### src/rtl/control_unit.sv
// control_unit: Moore sequencer for a 32-bit load/store CPU. Steps through a
// three-cycle fetch (T0-T2) and up to five execute cycles (T3-T7). Each cycle's
// datapath strobes are decoded from the current state and the opcode held in IR.
module control_unit (
   input  logic        clk,
   input  logic        clr,
   input  logic [31:0] IR,
   input  logic        CON_output,
   output logic        PC_out,
   output logic        Zlo_out,
   output logic        Zhi_out,
   output logic        HI_out,
   output logic        LO_out,
   output logic        MDR_out,
   output logic        In_out,
   output logic        C_out,
   output logic        R_out,
   output logic        BAout,
   output logic        PC_rd,
   output logic        MAR_rd,
   output logic        MDR_rd,
   output logic        IR_rd,
   output logic        Y_rd,
   output logic        Zlo_rd,
   output logic        Rin,
   output logic        CONin,
   output logic        Gra,
   output logic        Grb,
   output logic        Grc,
   output logic        IncPC,
   output logic        Read,
   output logic        Write,
   output logic [4:0]  op_sel,
   output logic [15:0] R_wrt,
   output logic        run,
   output logic        illegal
);

   typedef enum logic [3:0] {
      S_RESET, S_T0, S_T1, S_T2, S_T3, S_T4, S_T5, S_T6, S_T7, S_HALT
   } state_e;

   localparam logic [4:0] OP_LD   = 5'b00000;
   localparam logic [4:0] OP_LDI  = 5'b00001;
   localparam logic [4:0] OP_ST   = 5'b00010;
   localparam logic [4:0] OP_ADD  = 5'b00011;
   localparam logic [4:0] OP_BR   = 5'b10011;
   localparam logic [4:0] OP_JR   = 5'b10100;
   localparam logic [4:0] OP_JAL  = 5'b10101;
   localparam logic [4:0] OP_MFHI = 5'b11000;
   localparam logic [4:0] OP_MFLO = 5'b11001;
   localparam logic [4:0] OP_NOP  = 5'b11010;
   localparam logic [4:0] OP_HALT = 5'b11011;

   state_e     state_q, state_d;
   logic [4:0] opc;
   logic       is_alu, is_imm, is_mem, is_ld, is_st, is_ldi;
   logic       unused_ir;

   assign opc       = IR[31:27];
   // Register-field fields are consumed by the datapath, not here.
   assign unused_ir = ^IR[26:0];

   assign is_alu = (opc >= 5'b00011) && (opc <= 5'b01011);
   assign is_imm = (opc >= 5'b01100) && (opc <= 5'b01110);
   assign is_ld  = (opc == OP_LD);
   assign is_ldi = (opc == OP_LDI);
   assign is_st  = (opc == OP_ST);
   // ld, ldi and st share the effective-address computation in T3-T4.
   assign is_mem = is_ld || is_ldi || is_st;

   // State register; clr low forces RESET from anywhere, abandoning the instruction.
   always_ff @(posedge clk) begin
      if (!clr) state_q <= S_RESET;
      else      state_q <= state_d;
   end

   // Next-state: instruction length is decided by the opcode at each step.
   always_comb begin
      state_d = state_q;
      unique case (state_q)
         S_RESET: state_d = S_T0;
         S_T0:    state_d = S_T1;
         S_T1:    state_d = S_T2;
         S_T2: begin
            if (opc == OP_NOP)       state_d = S_T0;
            else if (opc == OP_HALT) state_d = S_HALT;
            else                     state_d = S_T3;
         end
         S_T3: state_d = (is_mem || is_alu || is_imm || opc == OP_BR || opc == OP_JAL)
                         ? S_T4 : S_T0;
         S_T4: state_d = (opc == OP_JAL) ? S_T0 : S_T5;
         S_T5: state_d = (is_ld || is_st || opc == OP_BR) ? S_T6 : S_T0;
         S_T6: state_d = (is_ld || is_st) ? S_T7 : S_T0;
         S_T7: state_d = S_T0;
         S_HALT: state_d = S_HALT;
         default: state_d = S_RESET;
      endcase
   end

   // Output decode: everything defaults to 0 and each state raises only its strobes.
   always_comb begin
      PC_out = 1'b0; Zlo_out = 1'b0; Zhi_out = 1'b0; HI_out = 1'b0; LO_out = 1'b0;
      MDR_out = 1'b0; In_out = 1'b0; C_out = 1'b0; R_out = 1'b0; BAout = 1'b0;
      PC_rd = 1'b0; MAR_rd = 1'b0; MDR_rd = 1'b0; IR_rd = 1'b0; Y_rd = 1'b0;
      Zlo_rd = 1'b0; Rin = 1'b0; CONin = 1'b0; Gra = 1'b0; Grb = 1'b0; Grc = 1'b0;
      IncPC = 1'b0; Read = 1'b0; Write = 1'b0; op_sel = 5'b00000; R_wrt = 16'h0000;
      run = 1'b0; illegal = 1'b0;
      unique case (state_q)
         S_T0: begin
            run = 1'b1; PC_out = 1'b1; MAR_rd = 1'b1; IncPC = 1'b1; Zlo_rd = 1'b1;
         end
         S_T1: begin
            run = 1'b1; Zlo_out = 1'b1; PC_rd = 1'b1; Read = 1'b1; MDR_rd = 1'b1;
         end
         S_T2: begin
            run = 1'b1; MDR_out = 1'b1; IR_rd = 1'b1;
         end
         S_T3: begin
            run = 1'b1;
            if (is_alu || is_imm) begin
               Grb = 1'b1; R_out = 1'b1; Y_rd = 1'b1;
            end else if (is_mem) begin
               Grb = 1'b1; BAout = 1'b1; Y_rd = 1'b1;
            end else if (opc == OP_BR) begin
               Gra = 1'b1; R_out = 1'b1; CONin = 1'b1;
            end else if (opc == OP_JR) begin
               Gra = 1'b1; R_out = 1'b1; PC_rd = 1'b1;
            end else if (opc == OP_JAL) begin
               // Link: R15 <- PC via the direct write select, not the Gra field.
               PC_out = 1'b1; Rin = 1'b1; R_wrt = 16'h8000;
            end else if (opc == OP_MFHI) begin
               HI_out = 1'b1; Gra = 1'b1; Rin = 1'b1;
            end else if (opc == OP_MFLO) begin
               LO_out = 1'b1; Gra = 1'b1; Rin = 1'b1;
            end else begin
               illegal = 1'b1;
            end
         end
         S_T4: begin
            run = 1'b1;
            if (is_alu) begin
               Grc = 1'b1; R_out = 1'b1; Zlo_rd = 1'b1; op_sel = opc;
            end else if (is_imm) begin
               C_out = 1'b1; Zlo_rd = 1'b1; op_sel = opc;
            end else if (is_mem) begin
               C_out = 1'b1; Zlo_rd = 1'b1; op_sel = OP_ADD;
            end else if (opc == OP_BR) begin
               PC_out = 1'b1; Y_rd = 1'b1;
            end else if (opc == OP_JAL) begin
               Gra = 1'b1; R_out = 1'b1; PC_rd = 1'b1;
            end
         end
         S_T5: begin
            run = 1'b1;
            if (is_alu || is_imm || is_ldi) begin
               Zlo_out = 1'b1; Gra = 1'b1; Rin = 1'b1;
            end else if (is_ld || is_st) begin
               Zlo_out = 1'b1; MAR_rd = 1'b1;
            end else if (opc == OP_BR) begin
               C_out = 1'b1; Zlo_rd = 1'b1; op_sel = OP_ADD;
            end
         end
         S_T6: begin
            run = 1'b1;
            if (is_ld) begin
               Read = 1'b1; MDR_rd = 1'b1;
            end else if (is_st) begin
               Gra = 1'b1; R_out = 1'b1; MDR_rd = 1'b1;
            end else if (opc == OP_BR && CON_output) begin
               Zlo_out = 1'b1; PC_rd = 1'b1;
            end
         end
         S_T7: begin
            run = 1'b1;
            if (is_ld) begin
               MDR_out = 1'b1; Gra = 1'b1; Rin = 1'b1;
            end else if (is_st) begin
               Write = 1'b1;
            end
         end
         default: ;
      endcase
   end

endmodule

### config.mk
export PLATFORM = sky130hd
export DESIGN_NAME = control_unit
export DESIGN_NICKNAME = d
export VERILOG_FILES = /design/src/rtl/control_unit.sv
export SDC_FILE = /design/constraint.sdc
export NUM_CORES = 1
export LEC_CHECK = 0
export ABC_AREA = 1
export CAP_MARGIN = 20
export CORE_MARGIN = 2
export CORE_UTILIZATION = 30
export DETAILED_ROUTE_END_ITERATION = 10
export PLACE_DENSITY_LB_ADDON = 0.08
export SYNTH_ARGS = -nofsm -noshare
export SYNTH_HDL_FRONTEND = slang
export SYNTH_SLANG_ARGS = --single-unit
### constraint.sdc
create_clock -name clk -period 2 [get_ports clk]
set_input_delay 0.6 -clock clk [delete_from_list [all_inputs] [get_ports clk]]
set_output_delay 0.6 -clock clk [all_outputs]
set_load 0.01 [all_outputs]
==> summary.md <==
| Metric | Value |
|---|---|
| Setup Slack @ Placement | -1.15 ns |
| Leak Pwr | 1.15 nW |
| CP startpoint | IR[30] |
| Fin crit share | 111% |
| CTS buffer count | 3 |
| Top cell type's share of synthesized area | 15.5% |
| Initial antenna violation count | 0 |
| Largest net degree at the start of global routing | 9 |
| Synth Cell Area | 968 µm² |
| Max IR drop VDD | 163 µV |
| Max reg flops | 4 |
| Mapped Avg Cell Area | 5.63 µm² |
| Vias/cell | 4.53 |
| Area grow syn2layout | 113% |
| Setup crit start kind | input port |
| Core area | 3050 µm² |
| Final wirelength | 3940 µm |
| Crit path arrival time | 1.62 ns |
| Final core utilization | 67.4% |
| Slew Limit Fails | 0 |
| Root Buffer Master | clkbuf_4 |
| Clock Path Buffers | 2 |
| Tightest Hold Check Type | reg2reg |
| Crit Reg-Reg Startpoint | state_q[0] |
| Routability Congestion | 0.922 |
| Violated checks | setup timing |
| GRT overflow | 0 |
| Synthesized flop and latch total | 4 |
| Fin nets | 313 |
| DIE AREA | 3700 µm² |
| Clock Skew | 0.000270 ns |
| Initial Utilization | 31.7% |
| Clk pin slew, worst setup/hold paths | 0.04 ns |
| Seq/Total Area, Yosys | 8.27% |
| Layout cells sized above 1 | 64.9% |
| First drt pass iteration count | 4 |
| Vias in the first global route | 1,277 |
| Reg2Reg Capture Point | state_q[2] |
| Placement Cell Area | 1670 µm² |
| FMAX | 451 MHz |
| I/O Pins | 82 |
| Die Span X | 60.8 µm |
| Per-cell routed wire length | 12.3 µm |
| Worst-skew pair later-pin latency | 0.24 ns |
| Hold path start | state_q[3] |
| # DRC | 0 |
| Final Hold Viols | 0 |
| Hold WS | 0.673 ns |
| Yosys warnings | 0 |
| Reg2Reg Depth | 11 |
| PwrDens | 245 nW/µm² |
| Drt first-iter violations | 52 |
| Worst Setup End Kind | output port |
| Hold Buf Count CTS | 0 |
| Via count | 1,449 |
| Synth Instances | 172 |
| Maxcap violations | 0 |
| First-pass GRT wire length | 5560 µm |
| # setup viols final | 23 |
| CTS tree | done |
| Tmin final | 2.22 ns |
| Antenna Cells | 0 |
| H-tree depth | 1 |
| Cell variety after synth | 27 |
| Area leader, netlist | buf_4 |
| Finished Cell Area | 2060 µm² |
| Top reg by flops | state_q |
| DRT antenna net count | 0 |
| Port bufs | 36 |
| Reg2reg setup slack | 0.43 ns |
| CP Max Fanout | 5 |
| RSZ-0062 raised after global routing | yes |
| Clock Sinks | 4 |
| Req. time, crit path | 1.40 ns |
| Site Rows | 20 |
| Status | finished with violations |
| Final setup margin | -0.219 ns |
| Biggest registers after layout | state_q (4) |
| Die Height | 60.8 µm |
| Critical path class | in2out |
| Top cells by area, synth | buf_4, nand2_1, nand3_1, dfxtp_1, nor2_4 |
| Detailed placer's ending HPWL | 2790 µm |
| GRT Overall Usage | 20.0% |
| Worst setup path end | op_sel[3] |
==> where the power goes <==
group	total (mW)	leakage, nW	switching (mW)	internal [mW]
clock network	0.103	0.0138	0.0355	0.0673
registers	0.0885	0.0338	0.00369	0.0848
logic	0.312	1.10	0.168	0.144
==> layer usage <==
layer | track usage, % | vias to the layer above | routed length, µm
met4 | 6.52 | 0 | 80
met3 | 0.213 | 9 | 132
met5 | 0 | - | 0
met2 | 37.9 | 47 | 2100
li1 | - | 727 | -
met1 | 24.2 | 666 | 1630
==> cells by family after synthesis <==
logic type             after synthesis  synth area share [%]
AND/OR/NAND/NOR                    104                  54.1
other                                1                 0.387
AO/OA/AOI/OAI                       19                  11.5
buffers and inverters               44                  25.7
flip-flops                           4                  8.27
==> what timing repair did <==
| item | CTS | global route |
|---|---|---|
| setup buffers | 15 | 6 |
| pin swaps | 21 | 22 |
| gates resized for setup | 182 | 48 |
| setup endpoints to repair | 30 | 29 |
==> cells in the final DEF, fill, tap and decap left out, drive strengths merged <==
cell type        n
nor2            28
buf            101
inv             21
conb            18
clkbuf           4
nand4            5
o21a             1
clkinv           1
dfxtp            4
nand3           22
nand3b           1
o211ai           1
a21oi            5
o22ai            1
o21ai            9
and2             1
nand2           45
nor3             2
clkdlybuf4s50    2
a31oi            2
dlygate4sd2      2
==> cells in the mapped netlist (all sizes together) <==
master,number
nand2,45
nor2,28
o22ai,1
o211ai,1
inv,21
buf,22
nand3b,1
o21ai,9
conb,1
clkinv,1
nand4,5
dfxtp,4
nand3,22
nor3,2
a31oi,2
o21a,1
and2,1
a21oi,5
==> worst max-delay path, stage by stage <==
cell and delay, ns:
buf_12 0.11, nor2_4 0.16, nand2_2 0.10, buf_4 0.15
buf_4 0.12, buf_4 0.13, a31oi_4 0.11, buf_2 0.14
==> metrics by stage <==
step | TNS, ns | std cells | total power [mW]
2_1_floorplan | -0.0365 | 189 | 0.239
3_3_place_gp | -26.41 | 297 | 0.334
3_5_place_dp | -26.72 | 297 | 0.336
4_1_cts | -4.67 | 315 | 0.463
5_1_grt | -3.84 | 320 | 0.534
6_report | -2.34 | 320 | 0.504
==> worst min path at each step <==
stage	to	slack, ns	cells past startpoint
final	state_q[3]	0.67	3
after detailed placement	state_q[3]	0.66	3
after global placement	state_q[3]	0.66	3
after CTS	state_q[3]	0.67	3
after global routing	state_q[3]	0.70	3
after floorplan	state_q[3]	0.52	2
==> layout make-up <==
cell class | instances | area (µm²)
fillers | 286 | 995
multi-input cells | 141 | 946
repair buffers | 106 | 857
inverters | 22 | 95.1
flip-flops and latches | 4 | 82.6
well taps | 44 | 55.1
clock buffers | 3 | 22.5
No activity file was read; power rests on OpenSTA's default activity.
